===== config.mk =====
export PLATFORM = sky130hd
export DESIGN_NAME = ap_generator_flat
export DESIGN_NICKNAME = d
export VERILOG_FILES = /design/src/rtl/ap_generator_if.sv /design/src/rtl/ap_generator.sv /design/src/flat_wrapper.sv
export SDC_FILE = /design/constraint.sdc
export NUM_CORES = 1
export LEC_CHECK = 0
export CAP_MARGIN = 30
export CORE_ASPECT_RATIO = 1.5
export CORE_UTILIZATION = 35
export DETAILED_ROUTE_END_ITERATION = 8
export SLEW_MARGIN = 10
export SYNTH_ARGS = -nofsm -noshare
export SYNTH_HDL_FRONTEND = slang
export SYNTH_SLANG_ARGS = --single-unit

===== constraint.sdc =====
create_clock -name clk -period 2.5 [get_ports clk]
set_clock_uncertainty 0.15 [all_clocks]
set_input_delay 0.625 -clock clk [delete_from_list [all_inputs] [get_ports clk]]
set_output_delay 0.625 -clock clk [all_outputs]
set_load 0.01 [all_outputs]

===== src/rtl/ap_generator_if.sv =====
// ap_generator_if: control/stream bundle for the arithmetic-progression generator.
// The master side (source of start/config, sink of terms) drives the request
// and term_ready; the slave side (the generator) drives status and the term stream.
// Stream handshake: a term transfers on a rising clk edge where term_valid and
// term_ready are both high; while term_valid is high and term_ready is low the
// term and term_last hold stable, and term_valid never drops without a transfer.
interface ap_generator_if #(
   parameter int WIDTH = 8,
   parameter int LEN_W = 4
);
   logic             start;
   logic [WIDTH-1:0] first;
   logic [WIDTH-1:0] diff;
   logic             dec;
   logic [LEN_W-1:0] count;
   logic             busy;
   logic [WIDTH-1:0] term;
   logic             term_valid;
   logic             term_ready;
   logic             term_last;
   logic             done;
   logic             ovf;

   modport master (
      output start, first, diff, dec, count, term_ready,
      input  busy, term, term_valid, term_last, done, ovf
   );

   modport slave (
      input  start, first, diff, dec, count, term_ready,
      output busy, term, term_valid, term_last, done, ovf
   );
endinterface


===== src/rtl/ap_generator.sv =====
// ap_generator: streams first, first+/-diff, ... for count terms, modulo 2^WIDTH.
// Optional macro AP_GEN_OVF_DET_EN: when defined, ovf is a sticky carry/borrow
// flag for emitted steps; otherwise ovf is tied to 0 and no carry logic exists.
// o_state exposes the FSM state (0=IDLE, 1=RUN, 2=DONE) for observation.
module ap_generator #(
   parameter int WIDTH = 8,
   parameter int LEN_W = 4
) (
   input  logic         clk,
   input  logic         rst,
   ap_generator_if.slave bus,
   output logic [1:0]   o_state
);

   typedef enum logic [1:0] {
      S_IDLE = 2'd0,
      S_RUN  = 2'd1,
      S_DONE = 2'd2
   } state_t;

   state_t           r_state;
   state_t           w_state_nxt;
   logic [WIDTH-1:0] r_term;
   logic [WIDTH-1:0] w_term_nxt;
   logic [WIDTH-1:0] r_diff;
   logic [WIDTH-1:0] w_diff_nxt;
   logic             r_dec;
   logic             w_dec_nxt;
   logic [LEN_W-1:0] r_remaining;
   logic [LEN_W-1:0] w_remaining_nxt;
   logic [WIDTH-1:0] w_step;
   logic             w_handshake;
   logic             w_last;

`ifdef AP_GEN_OVF_DET_EN
   logic             r_ovf;
   logic             w_ovf_nxt;
   logic [WIDTH:0]   w_step_ext;

   // Extended add/subtract: top bit is carry-out (add) or borrow-out (subtract).
   always_comb begin
      if (r_dec) begin
         w_step_ext = {1'b0, r_term} - {1'b0, r_diff};
      end else begin
         w_step_ext = {1'b0, r_term} + {1'b0, r_diff};
      end
      w_step = w_step_ext[WIDTH-1:0];
   end
`else
   // Plain modulo-2^WIDTH step; no carry/borrow is kept.
   always_comb begin
      if (r_dec) begin
         w_step = r_term - r_diff;
      end else begin
         w_step = r_term + r_diff;
      end
   end
`endif

   assign w_last      = (r_remaining == LEN_W'(1));
   assign w_handshake = (r_state == S_RUN) && bus.term_ready;

   // Next-state and next-register logic; every target defaulted to hold.
   always_comb begin
      w_state_nxt     = r_state;
      w_term_nxt      = r_term;
      w_diff_nxt      = r_diff;
      w_dec_nxt       = r_dec;
      w_remaining_nxt = r_remaining;
`ifdef AP_GEN_OVF_DET_EN
      w_ovf_nxt       = r_ovf;
`endif
      case (r_state)
         S_IDLE: begin
            if (bus.start) begin
`ifdef AP_GEN_OVF_DET_EN
               w_ovf_nxt = 1'b0;
`endif
               if (bus.count != '0) begin
                  w_term_nxt      = bus.first;
                  w_diff_nxt      = bus.diff;
                  w_dec_nxt       = bus.dec;
                  w_remaining_nxt = bus.count;
                  w_state_nxt     = S_RUN;
               end else begin
                  w_state_nxt = S_DONE;
               end
            end
         end
         S_RUN: begin
            if (w_handshake) begin
               if (!w_last) begin
                  w_term_nxt      = w_step;
                  w_remaining_nxt = r_remaining - LEN_W'(1);
`ifdef AP_GEN_OVF_DET_EN
                  w_ovf_nxt       = r_ovf | w_step_ext[WIDTH];
`endif
               end else begin
                  // Final term taken: term keeps its last emitted value.
                  w_remaining_nxt = '0;
                  w_state_nxt     = S_DONE;
               end
            end
         end
         S_DONE: begin
            w_state_nxt = S_IDLE;
         end
         default: begin
            w_state_nxt = S_IDLE;
         end
      endcase
   end

   // State and datapath registers, cleared asynchronously by rst.
   always_ff @(posedge clk or posedge rst) begin
      if (rst) begin
         r_state     <= S_IDLE;
         r_term      <= '0;
         r_diff      <= '0;
         r_dec       <= 1'b0;
         r_remaining <= '0;
`ifdef AP_GEN_OVF_DET_EN
         r_ovf       <= 1'b0;
`endif
      end else begin
         r_state     <= w_state_nxt;
         r_term      <= w_term_nxt;
         r_diff      <= w_diff_nxt;
         r_dec       <= w_dec_nxt;
         r_remaining <= w_remaining_nxt;
`ifdef AP_GEN_OVF_DET_EN
         r_ovf       <= w_ovf_nxt;
`endif
      end
   end

   // Status outputs are decoded from state so reset clears them at once.
   assign bus.term       = r_term;
   assign bus.term_valid = (r_state == S_RUN);
   assign bus.term_last  = (r_state == S_RUN) && w_last;
   assign bus.done       = (r_state == S_DONE);
   assign bus.busy       = (r_state != S_IDLE);
`ifdef AP_GEN_OVF_DET_EN
   assign bus.ovf        = r_ovf;
`else
   assign bus.ovf        = 1'b0;
`endif
   assign o_state        = r_state;

endmodule


===== src/flat_wrapper.sv =====
// flat-port wrapper written by rule: the top's interface ports become plain ports
module ap_generator_flat 
#(
   parameter int WIDTH = 8,
   parameter int LEN_W = 4
)
  (clk, rst, o_state, bus_start, bus_first, bus_diff, bus_dec, bus_count, bus_term_ready, bus_busy, bus_term, bus_term_valid, bus_term_last, bus_done, bus_ovf);
  ap_generator_if #(.WIDTH(WIDTH), .LEN_W(LEN_W)) bus_i ();
  input  logic clk;
  input  logic rst;
  output logic [1:0] o_state;
  input wire logic [$bits(bus_i.start)-1:0] bus_start;
  input wire logic [$bits(bus_i.first)-1:0] bus_first;
  input wire logic [$bits(bus_i.diff)-1:0] bus_diff;
  input wire logic [$bits(bus_i.dec)-1:0] bus_dec;
  input wire logic [$bits(bus_i.count)-1:0] bus_count;
  input wire logic [$bits(bus_i.term_ready)-1:0] bus_term_ready;
  output wire logic [$bits(bus_i.busy)-1:0] bus_busy;
  output wire logic [$bits(bus_i.term)-1:0] bus_term;
  output wire logic [$bits(bus_i.term_valid)-1:0] bus_term_valid;
  output wire logic [$bits(bus_i.term_last)-1:0] bus_term_last;
  output wire logic [$bits(bus_i.done)-1:0] bus_done;
  output wire logic [$bits(bus_i.ovf)-1:0] bus_ovf;
  assign bus_i.start = bus_start;
  assign bus_i.first = bus_first;
  assign bus_i.diff = bus_diff;
  assign bus_i.dec = bus_dec;
  assign bus_i.count = bus_count;
  assign bus_i.term_ready = bus_term_ready;
  assign bus_busy = bus_i.busy;
  assign bus_term = bus_i.term;
  assign bus_term_valid = bus_i.term_valid;
  assign bus_term_last = bus_i.term_last;
  assign bus_done = bus_i.done;
  assign bus_ovf = bus_i.ovf;
  ap_generator #(.WIDTH(WIDTH), .LEN_W(LEN_W)) u_core (.clk(clk), .rst(rst), .bus(bus_i), .o_state(o_state));
endmodule

## Word level (Yosys, flattened, before mapping)

Index checks and enable logic that the tools add are counted.

| cells by class | value |
|---|---|
| muxes and demuxes | 16 |
| equal/unequal tests | 8 |
| reductions and logical operators | 10 |
| add/sub/neg operators | 3 |

Operators by type and width:

| kind | number |
|---|---|
| $mux W8 | 5 |
| $mux W4 | 4 |
| $pmux W8 S2 | 1 |
| $add A8 B8 Y8 | 1 |
| $mux W2 | 4 |
| $pmux W4 S2 | 1 |
| $sub A8 B8 Y8 | 1 |
| $ne A2 B1 Y1 const B | 3 |
| $reduce_and A3 Y1 | 2 |
| $reduce_and A5 Y1 | 1 |
| $eq A4 B1 Y1 const B | 1 |
| $ne A2 B2 Y1 const B | 2 |
| $pmux W2 S2 | 1 |
| $reduce_and A4 Y1 | 1 |
| $reduce_bool A2 Y1 | 2 |
| $reduce_bool A4 Y1 | 1 |
| $sub A4 B1 Y4 const B | 1 |
| $eq A2 B1 Y1 const B | 1 |
| $eq A2 B2 Y1 const B | 1 |
| $logic_and A1 B1 Y1 | 2 |
| $logic_not A2 Y1 | 1 |

| storage, ports and cells | value |
|---|---|
| input bits | 25 |
| flip-flop bits (word level) | 23 |
| output and inout bits | 15 |

## Logic depth before layout (Yosys ltp)

| depth | value |
|---|---|
| depth after elaboration | 5 |
| mapped depth | 10 |

## Worst setup path after synthesis

Ideal clock, no wire load.

| timing path | value |
|---|---|
| kind | register to register |
| start point | register u_core.r_diff[0] |
| end point | register u_core.r_term[6], in the netlist u_core.bus.term[6] |
| arrival | 2.087 ns |
| cell stages (with the launch flop) | 10 |
| period minus slack after synthesis | 2.305 ns |
| buffers on the path | 0 |
| slack | 0.195 ns |
| cell sequence | dfrtp_1 inv_1 ha_1 mux2i_1 fa_1 a211oi_1 o21bai_1 a21oi_1 mux2_2 nand3_1 |

| between the ends | value |
|---|---|
| cells in the longest elaborated chain, start to end | 5 |

RTL lines:

| what | line | source |
|---|---|---|
| from (decl) | ap_generator.sv:25 | `logic [WIDTH-1:0] r_diff;` |
| from (signal assigned) | ap_generator.sv:128 | `r_diff <= w_diff_nxt;` |
| $add A8 B8 Y8 / $sub A8 B8 Y8 (equally long branches) | ap_generator.sv:55, ap_generator.sv:53 |  |
| $mux W8 * | ap_generator.sv:52 | `if (r_dec) begin` |
| $mux W8 * | ap_generator.sv:92 | `if (!w_last) begin` |
| $mux W8 * | ap_generator.sv:91 | `if (w_handshake) begin` |
| $pmux W8 S2 * | ap_generator.sv:73 | `case (r_state)` |
| to (signal assigned) | ap_generator.sv:127 | `r_term <= w_term_nxt;` |
| to (decl) | ap_generator.sv:23 | `logic [WIDTH-1:0] r_term;` |

Mark *: on every way between the ends. The rest lies on a longest branch, timed or not. The select of a mux whose other input is x is not followed.
A chain may end at the register's enable or synchronous reset.

## Worst setup path in the final report

Ends and elaborated chain as after synthesis.

==> results.sh <==
export IMPL_stdcell_count=279
export IMPL_status="finished with violations"
export IMPL_max_slew_margin_pct=59.02
export IMPL_multi_input_area_um2=1015
export IMPL_post_drt_wl_per_cell_um=14.85
export IMPL_nets=270
export IMPL_start_util_pct=36.73
export IMPL_cp_top_family="compound AO/OA/AOI/OAI gates"
export IMPL_placed_cells=264
export IMPL_path_buf_inv=1
export IMPL_synth_async_reset_ratio_pct=100.0
export IMPL_nFillCells=396
export IMPL_utilization_pct=55.00
export IMPL_start_kind="flop"
export IMPL_rsz0062_at_grt="yes"
export IMPL_io_buffers=38
export IMPL_n_antenna_cell=0
export IMPL_synth_edf_count=0
export IMPL_die_area_um2=4771
export IMPL_via_count=1477
export IMPL_grtUsageTotal_pct=17.28
export IMPL_clk_pin_slew_ps=80
export IMPL_crit_chain="buf_4 -> nor3_4 -> nor2_1 -> xnor2_1 -> ha_2 -> o21ai_1 -> o21bai_1 -> a21oi_1 -> mux2_2 -> nand3_1"
export IMPL_yosysWarnings=0
export IMPL_antenna_found_initial=0
export IMPL_cp_max_fo=4
export IMPL_syn_nets=205
export IMPL_ys_top_cells_by_count="dfrtp_1, nand2_1, inv_1, mux2_2"
export IMPL_crit_slowest_cell="dfrtp_1"
export IMPL_synth_area_per_cell_um2=9.306
export IMPL_ios=40
export IMPL_synth_area_um2=1573
export IMPL_area_growth_syn_to_layout_pct=49.72
export IMPL_synth_flop_cell="dfrtp_1"
export IMPL_cp_data_required_time_ps=2550
export IMPL_dp_hpwl_um=3050
export IMPL_num_rows=29
export IMPL_ys_ff_latch=23
export IMPL_period_minus_slack_ps=2464
export IMPL_synth_seq_area_share_pct=36.60
export IMPL_violations="DRC"
export IMPL_cap_viol_max_count=0
export IMPL_vias_per_cell=5.294
export IMPL_cts_inserted_buffers=3
export IMPL_p_per_area_nw_per_um2=1748
export IMPL_cts_sinks=23
export IMPL_seqCellArea_um2=578.1
export IMPL_vdd_drop_max_uv=654.7
export IMPL_cts_root_buf="clkbuf_8"
export IMPL_cts_path_max_buffers=2
export IMPL_netlist_area_leader_share_pct=36.60
export IMPL_setup_viol=0
export IMPL_synth_area_leaders="dfrtp_1, mux2_2, ha_1"
export IMPL_dr_first_iter_drc_count=29
export IMPL_finalHoldViolations=0
export IMPL_worst_pin_slew_ps=614.7
export IMPL_ys_types=44
export IMPL_dpl_instance_area_um2=2118
export IMPL_die_width_um=56.74
export IMPL_power_leakage_nw=1.038
export IMPL_fmax_mhz=405.9
export IMPL_rrSetupSlack_ps=40
export IMPL_core_area_um2=4282
export IMPL_clk_latency_ps=260
export IMPL_synth_most_common_cell="dfrtp_1"
export IMPL_syn_instance_count=169
export IMPL_grt_pass1_wl_um=6465
export IMPL_cts_hold_buf=0
export IMPL_grt_max_degree=24
export IMPL_drive_above_1_share_pct=29.18
export IMPL_h_tree_depth=1
export IMPL_first_pass_iters=6
export IMPL_yosysTopAreaCell="dfrtp_1"
export IMPL_end_kind="flop"
export IMPL_cts_tree="done"
export IMPL_die_y_um=84.10
export IMPL_gp_congestion=0.7749
export IMPL_holdCritPathClass="flop to flop"
export IMPL_path_class="flop to flop"
export IMPL_fin_area_um2=2355
export IMPL_drv_slew=0
export IMPL_period_share_pct=98.56
export IMPL_worstPathArrival_ps=2520
export IMPL_grt_remaining_overflow=0
export IMPL_critPathMaxStageDelay_ps=410
export IMPL_ant_nets=0
export IMPL_grt_pass1_vias=1533
export IMPL_routed_wl_um=4142
export IMPL_drc=4
-- worst reg2reg max path: cells and delay by family (launching register included) --
kind / cells / cell delay (ps)
AO/OA/AOI/OAI: 3 / 420
flip-flops: 1 / 410
multiplexers: 1 / 350
adder cells (fa/ha/maj): 1 / 340
AND/OR/NAND/NOR: 3 / 330
XOR/XNOR: 1 / 250
buffers and inverters: 1 / 160
-- path summary, 6_finish.rpt --
kind,from,endpoint,cells past startpoint
worst max-delay path,u_core.r_diff[0],u_core.bus.term[6],10
worst min-delay path,u_core.r_diff[7],u_core.r_diff[7],1
worst max register to register,u_core.r_diff[0],u_core.bus.term[6],10
worst min register to register,u_core.r_diff[7],u_core.r_diff[7],1
max in group asynchronous,rst,u_core.r_diff[4],3
min in group asynchronous,rst,u_core.o_state[0],3
-- layer usage --
layer	wire length, um	share of wire (%)	global-route usage [%]
met1	1536	37	17.55
met5	0	0	0
met2	2359	57	33.44
met3	128	3.1	2.946
met4	117	2.8	7.539
-- report_power, final --
group | leakage (nW) | switching (W) | internal (W)
sequential | 0.272 | 0.000225 | 0.000569
clock | 0.0255 | 0.000121 | 0.000111
combinational | 0.741 | 0.00142 | 0.00167
total | 1.04 | 0.00176 | 0.00235
-- cell type report --
class,instances,area share [%]
Sequential cell,23,24.55
Clock buffer,3,1.753
Multi-Input combinational cell,126,43.09
Timing Repair Buffer,66,25.72
Clock inverter,1,0.2125
Tap cell,46,2.444
Inverter,14,2.232
-- per-stage QoR --
| stage | hold WS, ps | setup WS [ps] | power [W] | setup TNS [ps] |
|---|---|---|---|---|
| 3_3_place_gp | 362.6 | -24.20 | 0.003173 | -101.8 |
| 4_1_cts | 390.4 | 11.99 | 0.003582 | 0 |
| 3_5_place_dp | 371.1 | -87.32 | 0.003237 | -461.2 |
| 2_1_floorplan | 351.1 | 194.7 | 0.002392 | 0 |
| 6_report | 391.2 | 36.09 | 0.004115 | 0 |
| 5_1_grt | 409.7 | -103.6 | 0.004443 | -173.5 |
-- cell families after synthesis --
group | Yosys count | synth area share, %
AO/OA/AOI/OAI | 40 | 16.79
XOR/XNOR | 10 | 5.569
adder cells (fa/ha/maj) | 11 | 9.228
buffers and inverters | 20 | 5.409
flip-flops | 23 | 36.59
multiplexers | 14 | 9.865
other | 1 | 0.2384
AND/OR/NAND/NOR | 50 | 16.31
-- placed cells by master (no fill, tap or decap), types with 2 or more instances in the layout --
| master | instances |
|---|---|
| ha_4 | 3 |
| and2b_1 | 2 |
| mux2_2 | 12 |
| nand3_1 | 6 |
| ha_1 | 6 |
| o21ai_1 | 3 |
| dfrtp_2 | 2 |
| clkdlybuf4s50_1 | 37 |
| clkbuf_8 | 3 |
| o21ai_0 | 6 |
| a31oi_1 | 5 |
| a21oi_1 | 7 |
| mux2i_1 | 2 |
| nand2_1 | 15 |
| xnor2_1 | 6 |
| inv_1 | 13 |
| buf_4 | 26 |
| nor2_1 | 10 |
| dfrtp_1 | 21 |
| a32o_1 | 2 |
| xnor2_2 | 2 |
| o21bai_1 | 2 |
| a21oi_2 | 4 |
| a22o_1 | 2 |
| xor2_1 | 2 |
-- registers in the layout, indices dropped and copies added, names as in the netlist --
register            count
u_core.r_dec            1
u_core.o_state          2
u_core.r_remaining      4
u_core.bus.term         8
u_core.r_diff           8
-- repair_timing --
item	CTS	global route
buffers inserted	4	7
gates resized for setup	4	23
pin swaps	1	13
endpoints found under the setup margin	4	4
endpoints found under the hold margin	0	0
Note: power is estimated with default switching activity, not from simulation.
